## src/rtl/cache_mem_arbiter_pkg.sv

```systemverilog
// cache_mem_arbiter_pkg: FSM state encoding and widths shared by the SDRAM read arbiter
`ifndef NUMCACHES
`define NUMCACHES 3
`endif
`ifndef maxTrans
`define maxTrans 16
`endif
package cache_mem_arbiter_pkg;
  localparam int NUM_CLIENTS = `NUMCACHES;
  localparam int MAX_TRANS = `maxTrans;
  localparam int ADDR_W = 25;
  localparam int DATA_W = 32;
  localparam int SIZE_W = $clog2(MAX_TRANS);
  localparam int IDX_W = $clog2(NUM_CLIENTS);
  typedef enum logic [1:0] {IDLE, ISSUE, STREAM, DONE} memarb_state_t;
endpackage

```

## src/rtl/cache_mem_arbiter_rr_arbiter.sv

```systemverilog
// cache_mem_arbiter_rr_arbiter: combinational pick of the first request at or after ptr, wrapping
module cache_mem_arbiter_rr_arbiter #(
  parameter int N = 3,
  parameter int IDX_W = 2
) (
  input  logic [N-1:0]     req,
  input  logic [IDX_W-1:0] ptr,
  output logic [N-1:0]     gnt,
  output logic [IDX_W-1:0] idx,
  output logic             any
);
  logic [IDX_W-1:0] c;
  assign any = |req;
  always_comb begin
    gnt = '0;
    idx = '0;
    c = '0;
    for (int k = N - 1; k >= 0; k--) begin
      c = IDX_W'((int'(ptr) + k) % N);
      if (req[c]) begin
        gnt = '0;
        gnt[c] = 1'b1;
        idx = c;
      end
    end
  end
endmodule

```

## src/rtl/cache_mem_arbiter.sv

```systemverilog
// cache_mem_arbiter: one-burst-at-a-time SDRAM read arbiter; MEMARB_FIXED_PRI_EN selects fixed lowest-index priority instead of round-robin
module cache_mem_arbiter
  import cache_mem_arbiter_pkg::*;
(
  input  logic                               clk,
  input  logic                               rst,
  input  logic [NUM_CLIENTS-1:0][ADDR_W-1:0] addr_cache_to_sdram,
  input  logic [NUM_CLIENTS-1:0][SIZE_W-1:0] transSize,
  input  logic [NUM_CLIENTS-1:0]             readReq,
  output logic [NUM_CLIENTS-1:0]             readValid_out,
  output logic [NUM_CLIENTS-1:0][DATA_W-1:0] readData,
  output logic [NUM_CLIENTS-1:0]             doneRead,
  output logic                               sdram_rd_req,
  output logic [ADDR_W-1:0]                  sdram_addr,
  output logic [SIZE_W-1:0]                  sdram_trans_size,
  input  logic                               sdram_rd_ack,
  input  logic                               sdram_rd_valid,
  input  logic [DATA_W-1:0]                  sdram_rd_data
);
  memarb_state_t state;
  logic [IDX_W-1:0] ptr;
  logic [IDX_W-1:0] grant;
  logic [IDX_W-1:0] pick_idx;
  logic [NUM_CLIENTS-1:0] pick_gnt;
  logic [NUM_CLIENTS-1:0] grant_oh;
  logic pick_any;
  logic take;
  logic [SIZE_W-1:0] cnt;
  cache_mem_arbiter_rr_arbiter #(.N(NUM_CLIENTS), .IDX_W(IDX_W)) u_rr (
    .req(readReq),
    .ptr(ptr),
    .gnt(pick_gnt),
    .idx(pick_idx),
    .any(pick_any)
  );
  assign take = state == STREAM && sdram_rd_valid;
  assign readValid_out = take ? grant_oh : '0;
  assign readData = {NUM_CLIENTS{sdram_rd_data & {DATA_W{take}}}};
  always_ff @(posedge clk) begin
    if (rst) begin
      state <= IDLE;
      ptr <= '0;
      grant <= '0;
      grant_oh <= '0;
      cnt <= '0;
      doneRead <= '0;
      sdram_rd_req <= 1'b0;
      sdram_addr <= '0;
      sdram_trans_size <= '0;
    end else begin
      doneRead <= '0;
      case (state)
        IDLE: if (pick_any) begin
          state <= ISSUE;
          grant <= pick_idx;
          grant_oh <= pick_gnt;
          sdram_rd_req <= 1'b1;
          sdram_addr <= addr_cache_to_sdram[pick_idx];
          sdram_trans_size <= transSize[pick_idx];
        end
        ISSUE: if (sdram_rd_ack) begin
          state <= STREAM;
          sdram_rd_req <= 1'b0;
          cnt <= '0;
        end
        STREAM: if (sdram_rd_valid) begin
          cnt <= cnt + 1'b1;
          if (cnt == sdram_trans_size) begin
            state <= DONE;
            doneRead <= grant_oh;
          end
        end
        DONE: begin
          state <= IDLE;
`ifdef MEMARB_FIXED_PRI_EN
          ptr <= '0;
`else
          ptr <= (grant == IDX_W'(NUM_CLIENTS - 1)) ? '0 : grant + 1'b1;
`endif
        end
        default: state <= IDLE;
      endcase
    end
  end
endmodule

```

## config.mk

```make
export PLATFORM = sky130hd
export DESIGN_NAME = cache_mem_arbiter
export DESIGN_NICKNAME = d
export VERILOG_FILES = /design/src/rtl/cache_mem_arbiter_pkg.sv /design/src/rtl/cache_mem_arbiter_rr_arbiter.sv /design/src/rtl/cache_mem_arbiter.sv
export SDC_FILE = /design/constraint.sdc
export NUM_CORES = 1
export LEC_CHECK = 0
export CORE_ASPECT_RATIO = 1.2
export CORE_MARGIN = 5
export CORE_UTILIZATION = 33
export DETAILED_ROUTE_END_ITERATION = 10
export HOLD_SLACK_MARGIN = 0.15
export PLACE_DENSITY_LB_ADDON = 0.25
export SLEW_MARGIN = 40
export SYNTH_ARGS = -nofsm -noshare
export SYNTH_HDL_FRONTEND = slang
export SYNTH_SLANG_ARGS = --single-unit
```

## constraint.sdc

```tcl
create_clock -name clk -period 2 [get_ports clk]
set_input_delay 0.4 -clock clk [delete_from_list [all_inputs] [get_ports clk]]
set_output_delay 0.4 -clock clk [all_outputs]
set_load 0.05 [all_outputs]
```

==> qor.yml, run 1 <==
synth_cell_types: 51
chipWidth_um: 107.5
cts_inserted_buffers: 5
tightest_slew_ps: 530.8
num-fill-cells: 771
start_util_pct: 33.93
path_cells: "inv_4, ha_4, and2b_2, nand3_1, a211o_1, or3_4, buf_12, buf_16, o221ai_2"
critPathMaxFanout: 6
gp_congestion: 0.8871
drc_errors: 0
fin_crit_ps: 2182
fin_area_sq_um: 7975
whs_path_depth: 2
cts_tree: "built"
worstPathRequired_ps: 2210
die_y_um: 127.0
final_core_util_pct: 71.93
p_comb_share_pct: 70.9
crit_arrival_ps: 2390
fin_skew_ps: 3.396
peakVddDrop_uv: 753.0
rsz0062_at_grt: "true"
cts_sinks: 46
viasPerCell: 5.404
end_kind: "flop"
cts-root-buf: "clkbuf_16"
synth_top_cell_area_share_pct: 24.48
pwr-share-seq_pct: 18.8
grt_pass1_wl_um: 26110
worstReg2RegStart: "ptr[0]"
grt_max_degree: 38
p_sw_uw: 3924
clkPwrFrac_pct: 10.4
top_level_ports: 258
place_area_sq_um: 7408
fin_crit_sh_pct: 109.1
clk_latency_ps: 290
synth_seq_area_share_pct: 24.48
drt_first_pass_iters: 5
syn_nets: 609
drt_iter0_drc: 327
ant_nets: 0
port_buffers: 257
die_area_sq_um: 13640
syn_area_sq_um: 3762
synth_edf_count: 0
reg2reg_depth: 9
hp-class: "flop to flop"
clk_pin_slew_ps: 60
ys.flop_type: "dfxtp_1"
switching_share_pct: 47.46
final_nets: 832
finalWorstSetupSlack_ps: -181.8
yosys.area.top_type: "dfxtp_1"
grt_overflow_total: 0
yosysWarnings: 0
syn_avg_cell_area_sq_um: 7.954
h-tree-depth: 2
final_hold_viol_count: 0
synth-seq-cells: 46
powerDensity_nw_per_um2: 1037
avgRoutedWirePerCell_um: 20.16
cap_violations: 0
cpMaxStageDelayCell: "dfxtp_4"
path_class: "flop to flop"
status: "finished, violations left"
layout_common_cells: "clkdlybuf4s50_1 (151), buf_12 (109), buf_4 (52), dfxtp_1 (43), nor2_1 (42)"
cpPeakStageDelay_ps: 380
postSynth.asyncResetShare_pct: 0
violations: "setup timing"
p_int_uw: 4343
core_sq_um: 11090
hpwl_um: 13180
total_leakage_power_uw: 0.003090
vias: 4599
cts_buffer_depth: 2
antenna_found_initial: 5
reg2reg_slack_ps: -180
r2r-end: "sdram_addr[8]"
n_antenna_cell: 0
core.rowCount: 42
worst_hold_slack_ps: 468.7
holdPathEnd: "grant_oh[0]"
hold_buffers: 0
final_common_cell: "clkdlybuf4s50_1"
setup-violations-final: 29
synth_cells: 473
hp-start: "grant_oh[0]"
grt_pass1_vias: 4880
relSlewSlack_pct: 64.50
startpoint_type: "flop"
fmax_ghz: 0.4583
track_usage_pct: 24.00
drv_slew: 0
area_growth_syn_to_layout_pct: 112.0
wl_um: 17150
drive_gt1_share_pct: 37.16
synthTopCellsByArea: "dfxtp_1 (24%), buf_4 (14%), o221ai_2 (8.0%)"
## metal layers
layer,part of all wire (%),global-route usage [%],up-vias
li1,-,-,2112
met1,35,25.81,2144
met2,51,44.35,292
met3,11,8.435,41
met4,2.2,6.166,10
met5,0.51,0,-
## worst max-delay path: cells and delay by family (launching register included)
kind	cells	cell delay [ps]
and+or+nand+nor	3	640
AOI/OAI and AO/OA	2	460
DFF	1	380
buffers and inverters	3	330
adders and majority gates	1	290
## synthesized netlist by cell type, drive strengths merged, types with 2 or more instances
cell / count
a211o: 2
a211oi: 3
a21oi: 8
a22oi: 2
a31oi: 29
and2: 4
and3: 38
buf: 85
clkbuf: 21
dfxtp: 46
ha: 10
inv: 8
mux2i: 8
nand2: 14
nand2b: 3
nand3: 29
nand3b: 3
nand4: 2
nor2: 43
nor2b: 3
nor3: 2
o211ai: 2
o21ai: 31
o221ai: 27
or3: 29
xnor2: 4
xor2: 2
## power by group through the flow
stage	sequential [uW]	combinational (uW)	clock, uW
floorplan	2390	2370	0
global placement	1540	5410	0
detailed placement	1540	5520	0
CTS	1540	5810	871
global route	1590	6210	911
finish	1550	5860	858
## worst max-delay path by stage
stage,start,to,cells after the start
final,ptr[0],sdram_addr[8],9
after detailed placement,readReq[2],sdram_addr[20],7
after floorplan,ptr[0],sdram_addr[0],10
after CTS,ptr[0],sdram_addr[17],9
after global routing,ptr[0],sdram_addr[17],9
after global placement,readReq[2],sdram_addr[12],8
## sequential cells by signal, summed over array words and instances (netlist names)
register and cells:
sdram_addr 25, cnt 4, ptr 2, grant 2
grant_oh 3, sdram_trans_size 4, sdram_rd_req 1, state 2
doneRead 3
## stage by stage
stage	setup TNS [ps]	total power [uW]	instances	setup WS, ps
after global routing	-4699	8712	851	-227.7
after global placement	-9210	6954	834	-338.3
after detailed placement	-11260	7058	834	-423.4
after floorplan	-1023	4759	473	-50.84
after CTS	-3145	8228	849	-167.8
final	-3217	8267	851	-181.8
## what timing repair did
action,CTS,global route
endpoints found under the setup margin,131,80
gates cloned,3,1
resized for setup,56,9
setup buffers,4,1
pin swaps,2,0
## area by class of cell
type	count	area, sq um	area share [%]
clock inverters	1	5.005	0.06275
well taps	154	192.7	2.416
inverters	8	32.53	0.4079
multi-input cells	313	2410	30.22
flip-flops and latches	46	927.1	11.63
clock buffers	7	142.6	1.789
repair buffers	322	4265	53.48
## kinds of logic (layout without fill, tap and decap cells)
family	count (synthesis)	after routing	share of synthesized area, %
buf+inv	114	338	19.16
fa+ha+maj	10	10	3.326
flops	46	46	24.48
mux	9	9	2.428
compound gates	114	114	24.61
simple gates	174	174	24.61
xor+xnor	6	6	1.397
No activity file was read; power rests on OpenSTA's default activity.
==> inputs of run 2 (changes only) <==
==> constraint.sdc (replaced) <==
create_clock -name clk -period 2 [get_ports clk]
set_input_delay 0.4 -clock clk [delete_from_list [all_inputs] [get_ports clk]]
set_output_delay 0.4 -clock clk [all_outputs]
set_load 0.02 [all_outputs]
==> run 2 against run 1 <==
The run still ends with setup timing left. Sequential power is essentially flat. Clock skew grew 0.95 ps. Via count is 1.3% lower. Highest routed layer unchanged.
==> qor.yml, run 2 (synthesized netlist as in run 1, its figures left out) <==
cap_violations: 0  # unchanged
reg2reg_slack_ps: -110  # was -180 ps
h-tree-depth: 2  # unchanged
final_common_cell: "clkdlybuf4s50_1"  # unchanged
p_int_uw: 4071  # was 4343 uW
worstReg2RegStart: "ptr[0]"  # unchanged
powerDensity_nw_per_um2: 991.0  # was 1037 nW/um^2
rsz0062_at_grt: "true"  # unchanged
grt_overflow_total: 0  # unchanged
r2r-end: "sdram_addr[20]"  # was sdram_addr[8]
cts_inserted_buffers: 5  # unchanged
fin_crit_ps: 2107  # was 2182 ps
drt_iter0_drc: 300  # was 327
worstPathRequired_ps: 2210  # about the same
top_regs: "sdram_addr: 25 flops, cnt: 4 flops, sdram_trans_size: 4 flops"  # unchanged
viasPerCell: 5.250  # was 5.404
met2_usage_pct: 40.99  # was 44.35%
tightest_slew_ps: 632.2  # was 530.8 ps
top_register: "sdram_addr"  # unchanged
grt_max_degree: 38  # unchanged
hp-class: "flop to flop"  # unchanged
status: "finished, violations left"  # unchanged
start_util_pct: 33.93  # unchanged
fin_area_sq_um: 7047  # was 7975 sq um
chipWidth_um: 107.5  # unchanged
grt_use_met3_pct: 9.299  # was 8.435%
startpoint_type: "flop"  # unchanged
path_cells: "inv_4, ha_4, and2b_2, nand3_2, a211o_1, or3_4, buf_12, o311ai_2"  # was inv_4, ha_4, and2b_2, nand3_1, a211o_1, or3_4, buf_12, buf_16, o221ai_2
crit_buf_inv: 2  # was 3
hp-start: "grant_oh[0]"  # unchanged
fin_crit_sh_pct: 105.4  # was 109.1%
core.rowCount: 42  # unchanged
crit_family: "simple AND/OR/NAND/NOR gates"  # unchanged
cts_sinks: 46  # unchanged
drc_errors: 0  # unchanged
critPathMaxFanout: 6  # unchanged
p_sw_uw: 2912  # was 3924 uW
top_level_ports: 258  # unchanged
place_area_sq_um: 6465  # was 7408 sq um
crit_arrival_ps: 2320  # was 2390 ps
final_hold_viol_count: 0  # unchanged
grt_pass1_wl_um: 23730  # was 26,110 um
wl_um: 16140  # was 17,150 um
pwr-share-seq_pct: 21.9  # was 18.8%
gp_congestion: 0.8804  # was 0.8871
relSlewSlack_pct: 57.41  # was 64.50%
cts-root-buf: "clkbuf_16"  # unchanged
final_nets: 846  # was 832
setup-violations-final: 29  # unchanged
cts_buffer_depth: 2  # unchanged
clk_pin_slew_ps: 60  # about the same
grt-busiest-layer: "met2"  # unchanged
hpwl_um: 12110  # was 13,180 um
track_usage_pct: 21.63  # was 24.00%
clk_latency_ps: 290  # about the same
place_ws_ps: -413.8  # was -423.4 ps
grt_use_met1_pct: 21.37  # was 25.81%
reg2reg_depth: 8  # was 9
end_kind: "flop"  # unchanged
vias: 4541  # was 4,599
fin_skew_ps: 4.349  # was 3.396 ps
peakVddDrop_uv: 697.5  # was 753.0 uV
cpMaxStageDelayCell: "or3_4"  # was dfxtp_4
layout_common_cells: "clkdlybuf4s50_1 (155), clkdlybuf4s15_2 (77), buf_4 (57), dfxtp_1 (44), nor2_1 (42)"  # was clkdlybuf4s50_1 (151), buf_12 (109), buf_4 (52), dfxtp_1 (43), nor2_1 (42)
avgRoutedWirePerCell_um: 18.66  # was 20.16 um
p_comb_share_pct: 66.4  # was 70.9%
path_class: "flop to flop"  # unchanged
switching_share_pct: 41.70  # was 47.46%
whs_path_depth: 2  # unchanged
ant_nets: 0  # unchanged
port_buffers: 257  # unchanged
largest_register_ffs: 25  # unchanged
core_sq_um: 11090  # unchanged
die_area_sq_um: 13640  # unchanged
drv_slew: 0  # unchanged
finalWorstSetupSlack_ps: -107.5  # was -181.8 ps
drive_gt1_share_pct: 34.93  # was 37.16%
antenna_found_initial: 4  # was 5
grt_pass1_vias: 4651  # was 4,880
cts_tree: "built"  # unchanged
fmax_ghz: 0.4745  # was 0.4583 GHz
die_y_um: 127.0  # unchanged
cpPeakStageDelay_ps: 410  # was 380 ps
clkPwrFrac_pct: 11.8  # was 10.4%
drt_first_pass_iters: 4  # was 5
total_leakage_power_uw: 0.002814  # was 0.003090 uW
area_growth_syn_to_layout_pct: 87.30  # was 112.0%
holdPathEnd: "grant_oh[0]"  # unchanged
violations: "setup timing"  # unchanged
[run 2: timing repair]
item,CTS,global route
endpoints found under the setup margin,130,114
hold buffers,0,0
pin swaps,1,6
setup buffers,3,4
cloned,3,3
resized for setup,339,31
[run 2: through the flow]
| stage | setup TNS, ps | hold slack [ps] | std cells | total power, uW | utilization (%) |
|---|---|---|---|---|---|
| 5_1_grt | -2814 | 505.9 | 864 | 7402 | 63.53 |
| 3_3_place_gp | -43700 | 457.5 | 844 | 5757 | 58.31 |
| 6_report | -913.1 | 472.4 | 865 | 6983 | 63.55 |
| 3_5_place_dp | -46990 | 466.9 | 844 | 5866 | 58.31 |
| 2_1_floorplan | -1020 | 440.3 | 473 | 3841 | - |
| 4_1_cts | -359.9 | 475.3 | 857 | 6798 | 61.89 |
[run 2: final cells by class]
cell class,instances,area [sq um]
fill,916,4041
timing repair buffer,336,3427
multi-input combinational,313,2333
sequential,46,925.9
tap,154,192.7
clock buffer,7,132.6
inverter,8,32.53
antenna,1,2.502
[run 2: layer usage]
layer	vias to the layer above	share of wire [%]
met1	2131	34
met5	-	0.32
li1	2141	-
met4	8	1.5
met3	28	11
met2	233	53
[run 2: worst reg2reg max path, delay by kind of cell (launching register included)]
kind                       cells  cell delay [ps]
DFF                            1              370
AOI/OAI and AO/OA              2              500
and+or+nand+nor                3              670
adders and majority gates      1              280
buffers and inverters          2              220
[run 2: power groups by stage]
stage | clock, uW | sequential (uW) | combinational [uW]
6_report | 821 | 1530 | 4640
4_1_cts | 826 | 1520 | 4450
3_5_place_dp | 0 | 1520 | 4340
3_3_place_gp | 0 | 1520 | 4240
2_1_floorplan | 0 | 1800 | 2040
5_1_grt | 868 | 1570 | 4960
[run 2: how the worst max path moves through the flow]
stage	start	to	slack, ps	cells after the start
floorplan	ptr[0]	sdram_addr[0]	-50	10
global placement	readReq[2]	sdram_addr[20]	-380	8
detailed placement	sdram_rd_valid	readData[34]	-410	4
CTS	ptr[0]	sdram_addr[20]	-100	8
global route	ptr[0]	sdram_addr[20]	-160	8
finish	ptr[0]	sdram_addr[20]	-110	8
